--- src/rtl/sdram_req_frontend.sv ---
// rtl/sdram_req_frontend.sv - command FIFO and single-outstanding request issuer in front of the SDRAM controller
// Read data is held in a response register; a stuck controller is aborted after TIMEOUT cycles.
module sdram_req_frontend #(
  parameter int DEPTH   = 8,
  parameter int TIMEOUT = 64
) (
  input  logic        clk,
  input  logic        reset,
  input  logic        cmd_valid,
  output logic        cmd_ready,
  input  logic        cmd_we,
  input  logic [24:0] cmd_addr,
  input  logic [15:0] cmd_wdata,
  output logic        rsp_valid,
  input  logic        rsp_ready,
  output logic [15:0] rsp_data,
  input  logic        ctrl_ready,
  input  logic        ctrl_valid,
  input  logic [15:0] ctrl_data_out,
  output logic        ctrl_read,
  output logic        ctrl_write,
  output logic [24:0] ctrl_address,
  output logic [15:0] ctrl_data_in,
  output logic        busy,
  output logic        err_timeout
);

  localparam int AW = $clog2(DEPTH);
  localparam int TW = $clog2(TIMEOUT);
  localparam int EW = 42;

  typedef enum logic [1:0] {IDLE, ISSUE, WAIT_DATA} state_t;

  state_t        state, state_n;
  logic [EW-1:0] mem [DEPTH];
  logic [AW-1:0] wr_ptr, rd_ptr;
  logic [AW:0]   count;
  logic          push, pop;
  logic [EW-1:0] head;
  logic          head_we;
  logic [TW-1:0] timer, timer_n;
  logic          timer_done;

  logic          ctrl_read_n, ctrl_write_n;
  logic [24:0]   ctrl_address_n;
  logic [15:0]   ctrl_data_in_n;
  logic          rsp_valid_n;
  logic [15:0]   rsp_data_n;
  logic          err_timeout_n;

  assign cmd_ready  = (count != (AW+1)'(DEPTH));
  assign push       = cmd_valid && cmd_ready;
  assign head       = mem[rd_ptr];
  assign head_we    = head[41];
  assign timer_done = (timer == TW'(TIMEOUT - 1));
  assign busy       = (count != '0) || (state != IDLE);

  // Storage has no reset; pointers and count define what is valid.
  always_ff @(posedge clk) begin
    if (push) begin
      mem[wr_ptr] <= {cmd_we, cmd_addr, cmd_wdata};
    end
  end

  always_ff @(posedge clk or posedge reset) begin
    if (reset) begin
      wr_ptr <= '0;
      rd_ptr <= '0;
      count  <= '0;
    end else begin
      if (push) wr_ptr <= wr_ptr + 1'b1;
      if (pop)  rd_ptr <= rd_ptr + 1'b1;
      case ({push, pop})
        2'b10:   count <= count + 1'b1;
        2'b01:   count <= count - 1'b1;
        default: count <= count;
      endcase
    end
  end

  always_comb begin
    state_n        = state;
    timer_n        = timer;
    pop            = 1'b0;
    ctrl_read_n    = ctrl_read;
    ctrl_write_n   = ctrl_write;
    ctrl_address_n = ctrl_address;
    ctrl_data_in_n = ctrl_data_in;
    rsp_valid_n    = rsp_valid;
    rsp_data_n     = rsp_data;
    err_timeout_n  = err_timeout;

    if (rsp_valid && rsp_ready) rsp_valid_n = 1'b0;

    case (state)
      IDLE: begin
        // A read waits until the previous response has been consumed.
        if ((count != '0) && ctrl_ready && (head_we || !rsp_valid)) begin
          ctrl_address_n = head[40:16];
          ctrl_data_in_n = head[15:0];
          ctrl_write_n   = head_we;
          ctrl_read_n    = !head_we;
          pop            = 1'b1;
          timer_n        = '0;
          state_n        = ISSUE;
        end
      end
      ISSUE: begin
        if (!ctrl_ready) begin
          ctrl_read_n  = 1'b0;
          ctrl_write_n = 1'b0;
          timer_n      = '0;
          state_n      = ctrl_write ? IDLE : WAIT_DATA;
        end else if (timer_done) begin
          err_timeout_n = 1'b1;
          ctrl_read_n   = 1'b0;
          ctrl_write_n  = 1'b0;
          timer_n       = '0;
          state_n       = IDLE;
        end else begin
          timer_n = timer + 1'b1;
        end
      end
      WAIT_DATA: begin
        if (ctrl_valid) begin
          rsp_data_n  = ctrl_data_out;
          rsp_valid_n = 1'b1;
          timer_n     = '0;
          state_n     = IDLE;
        end else if (timer_done) begin
          err_timeout_n = 1'b1;
          timer_n       = '0;
          state_n       = IDLE;
        end else begin
          timer_n = timer + 1'b1;
        end
      end
      default: state_n = IDLE;
    endcase
  end

  always_ff @(posedge clk or posedge reset) begin
    if (reset) begin
      state        <= IDLE;
      timer        <= '0;
      ctrl_read    <= 1'b0;
      ctrl_write   <= 1'b0;
      ctrl_address <= '0;
      ctrl_data_in <= '0;
      rsp_valid    <= 1'b0;
      rsp_data     <= '0;
      err_timeout  <= 1'b0;
    end else begin
      state        <= state_n;
      timer        <= timer_n;
      ctrl_read    <= ctrl_read_n;
      ctrl_write   <= ctrl_write_n;
      ctrl_address <= ctrl_address_n;
      ctrl_data_in <= ctrl_data_in_n;
      rsp_valid    <= rsp_valid_n;
      rsp_data     <= rsp_data_n;
      err_timeout  <= err_timeout_n;
    end
  end

endmodule

--- config.mk ---
export PLATFORM = sky130hd
export DESIGN_NAME = sdram_req_frontend
export DESIGN_NICKNAME = d
export VERILOG_FILES = /design/src/rtl/sdram_req_frontend.sv
export SDC_FILE = /design/constraint.sdc
export NUM_CORES = 1
export LEC_CHECK = 0
export ABC_AREA = 1
export ABC_CLOCK_PERIOD_IN_PS = 4140
export CORE_UTILIZATION = 40
export DETAILED_ROUTE_END_ITERATION = 8
export GPL_TIMING_DRIVEN = 0
export SYNTH_ARGS = -nofsm -noshare
export SYNTH_HDL_FRONTEND = slang
export SYNTH_SLANG_ARGS = --single-unit
--- constraint.sdc ---
create_clock -name clk -period 4.14 [get_ports clk]
set_input_delay 0.414 -clock clk [delete_from_list [all_inputs] [get_ports clk]]
set_output_delay 0.414 -clock clk [all_outputs]
set_load 0.01 [all_outputs]
==> results.sh <==
export IMPL_outcome="finished, final reports clean"
export IMPL_ioPinCount=127
export IMPL_crit_start="rd_ptr[2]"
export IMPL_ant_nets=0
export IMPL_skew_ns=0.0116
export IMPL_num_vias=10011
export IMPL_routabilityCongestion=0.806
export IMPL_start_util=0.405
export IMPL_worstMarginPinSlew_ns=0.902
export IMPL_hold_path_class="in2async"
export IMPL_crit_chain="buf_2 > inv_1 > nand3_2 > nand2_2 > nand2_2 > nand2_4 > nor2_4 > buf_2 > ha_1 > ha_1 > a21oi_1 > nand2_1 > a21oi_1 > o21ai_0 > xor2_1"
export IMPL_htree_levels=2
export IMPL_netlist_area_um2=16500
export IMPL_multi_input_area_um2=3960
export IMPL_cp_required_ns=4.58
export IMPL_timing_rr_start="rd_ptr[2]"
export IMPL_vias_per_cell=5.32
export IMPL_r2r_end="count[3]"
export IMPL_grt_pass1_vias=10058
export IMPL_cp_slowest_stage_delay_ns=0.31
export IMPL_report_final_hold_viol_count=0
export IMPL_cp_top_family="buffers and inverters"
export IMPL_p_leak_nw=7.11
export IMPL_yosys_area_top_type_share=0.612
export IMPL_antenna_found_initial=3
export IMPL_die_h_um=205
export IMPL_drt_iter0_markers=746
export IMPL_layout_drive_gt1_share=0.107
export IMPL_cap_violations=0
export IMPL_critical_path_max_fanout=10
export IMPL_synthTopCellsByCount="edfxtp_1, o21ai_0, nand2_1, nor2_1"
export IMPL_rsz0062_at_grt="false"
export IMPL_async_flop_share=0.190
export IMPL_reg2reg_depth=15
export IMPL_rows=74
export IMPL_seq_area_um2=12100
export IMPL_drv_slew=0
export IMPL_synth_edf_count=336
export IMPL_grt_pass1_wl_um=59400
export IMPL_arrival_ns=3.52
export IMPL_core_area_um2=40700
export IMPL_nets=1391
export IMPL_worstSetupEndpoint="count[3]"
export IMPL_vdd_drop_max_v=0.000291
export IMPL_drc_errors=0
export IMPL_dp_hpwl_um=25200
export IMPL_postCtsSetupBuffers=0
export IMPL_cts_tree="built"
export IMPL_fin_crit_ns=3.08
export IMPL_area_growth_pct=21.1
export IMPL_yosys_top_cells_area="edfxtp_1, dfrtp_1, mux2i_1"
export IMPL_synth_cells=1135
export IMPL_synth_most_common_cell="edfxtp_1"
export IMPL_clkSlewWorstSetupHoldPaths_ns=0.06
export IMPL_slew_headroom=0.397
export IMPL_firstDrtPassIters=5
export IMPL_cts_sinks=415
export IMPL_clk_latency_ns=0.56
export IMPL_synthDistinctLibCells=32
export IMPL_syn_area_per_cell_um2=14.5
export IMPL_critPathSlowestCell="dfrtp_1"
export IMPL_crit_buf_inv=3
export IMPL_port_buffers=126
export IMPL_finalCritPeriodShare=0.744
export IMPL_grt_overflow_total=0
export IMPL_root_buffer="clkbuf_16"
export IMPL_powerDensity_nw_per_um2=705
export IMPL_ctsHoldBuffers=0
export IMPL_fill_cells=3542
export IMPL_yosysTopAreaCell="edfxtp_1"
export IMPL_dieArea_um2=42000
export IMPL_die_x_um=205
export IMPL_ctsResizeCount=0
export IMPL_wl_um=39200
export IMPL_cp_depth=15
export IMPL_yosys_register_bits=415
export IMPL_seq_area_frac_synth=0.732
export IMPL_cts_made_buffers=44
export IMPL_routedWlPerCell_um=20.8
export IMPL_synth_main_ff_cell="edfxtp_1"
export IMPL_yosys_warnings=0
export IMPL_setup_violations=0
export IMPL_cp_start_kind="flip-flop"
export IMPL_r2r_slack_ns=1.06
export IMPL_end_kind="flip-flop"
export IMPL_setup_ws_ns=1.06
export IMPL_pre_cts_ws_ns=0.888
export IMPL_cts_buffer_depth=3
export IMPL_final_area_um2=20000
export IMPL_grt_usage=0.190
export IMPL_post_dp_cell_area_um2=18700
export IMPL_synth_nets=1210
export IMPL_worstSetupPathType="reg2reg"
export IMPL_fmax_ghz=0.325
export IMPL_grt_max_degree=57
[logic make-up after synthesis]
family	after synthesis	share of synthesized area
flops	415	0.732
simple gates	270	0.0747
compound gates	229	0.0887
buf+inv	105	0.0314
mux	98	0.0607
fa+ha+maj	11	0.00880
xor+xnor	7	0.00372
[layout by cell type (no fill, tap or decap), types with 7 or more instances in the layout]
master / synthesis / layout
nor2_1: 101 / 93
o221ai_1: 82 / 82
clkbuf_1: 40 / 58
clkdlybuf4s50_1: 0 / 126
buf_6: 7 / 7
o21ai_0: 139 / 139
clkbuf_16: 0 / 45
buf_2: 13 / 13
nand3_1: 34 / 34
clkinv_1: 0 / 11
mux2i_1: 82 / 82
ha_1: 10 / 10
mux2_2: 16 / 16
buf_12: 2 / 10
nor2_4: 1 / 9
inv_1: 34 / 33
edfxtp_1: 336 / 336
dfrtp_1: 79 / 79
nand2_1: 101 / 101
nand3_2: 22 / 22
[sequential cells by signal, summed over array words and instances, names as in the netlist]
name          flops
ctrl_data_in     16
err_timeout       1
wr_ptr            3
rsp_data         16
timer             6
ctrl_read         1
state             2
rsp_valid         1
rd_ptr            3
count             4
mem             336
ctrl_write        1
ctrl_address     25
[final cells by class]
| type | count | share of cell area |
|---|---|---|
| inverter | 36 | 0.00689 |
| clock buffer | 64 | 0.0605 |
| antenna | 1 | 0.000125 |
| multi-input combinational | 615 | 0.198 |
| sequential | 415 | 0.604 |
| timing repair buffer | 135 | 0.0726 |
| tap | 532 | 0.0333 |
| buffer | 69 | 0.0192 |
| clock inverter | 16 | 0.00458 |
[stage by stage]
step | hold WS (ns) | utilization | std cells | TNS (ns) | power [mW]
floorplan | 0.478 | - | 1135 | 0 | 8.54
global placement | 0.461 | 0.452 | 1793 | -347.99 | 10.4
detailed placement | 0.465 | 0.458 | 1802 | 0 | 10.6
CTS | 0.199 | 0.490 | 1882 | 0 | 14.2
global route | 0.225 | 0.490 | 1883 | 0 | 14.8
finish | 0.200 | 0.490 | 1883 | 0 | 14.1
[power breakdown]
part	leakage, nW	switching (mW)	total, mW	internal (mW)
combinational	2.45	3.01	4.82	1.81
sequential	4.03	0.271	5.64	5.37
clock	0.630	1.55	3.62	2.08
total	7.11	4.82	14.1	9.26
[metal layers]
layer  vias to the layer above  global-route usage  share of wire
li1                       4628                   -              -
met1                      5000               0.260           0.45
met2                       308               0.305           0.47
met3                        73              0.0309          0.058
met4                         2              0.0701          0.025
met5                         -                   0        0.00028
[worst min-delay path by stage]
stage,slack (ns),endpoint,from,cells past startpoint
floorplan,0.48,count[0],count[0],1
global placement,0.46,err_timeout,err_timeout,1
detailed placement,0.46,err_timeout,err_timeout,1
global route,0.22,ctrl_address[17],reset,2
finish,0.20,ctrl_address[16],reset,2
CTS,0.20,ctrl_address[16],reset,2
Note: power is estimated with default switching activity, not from simulation.
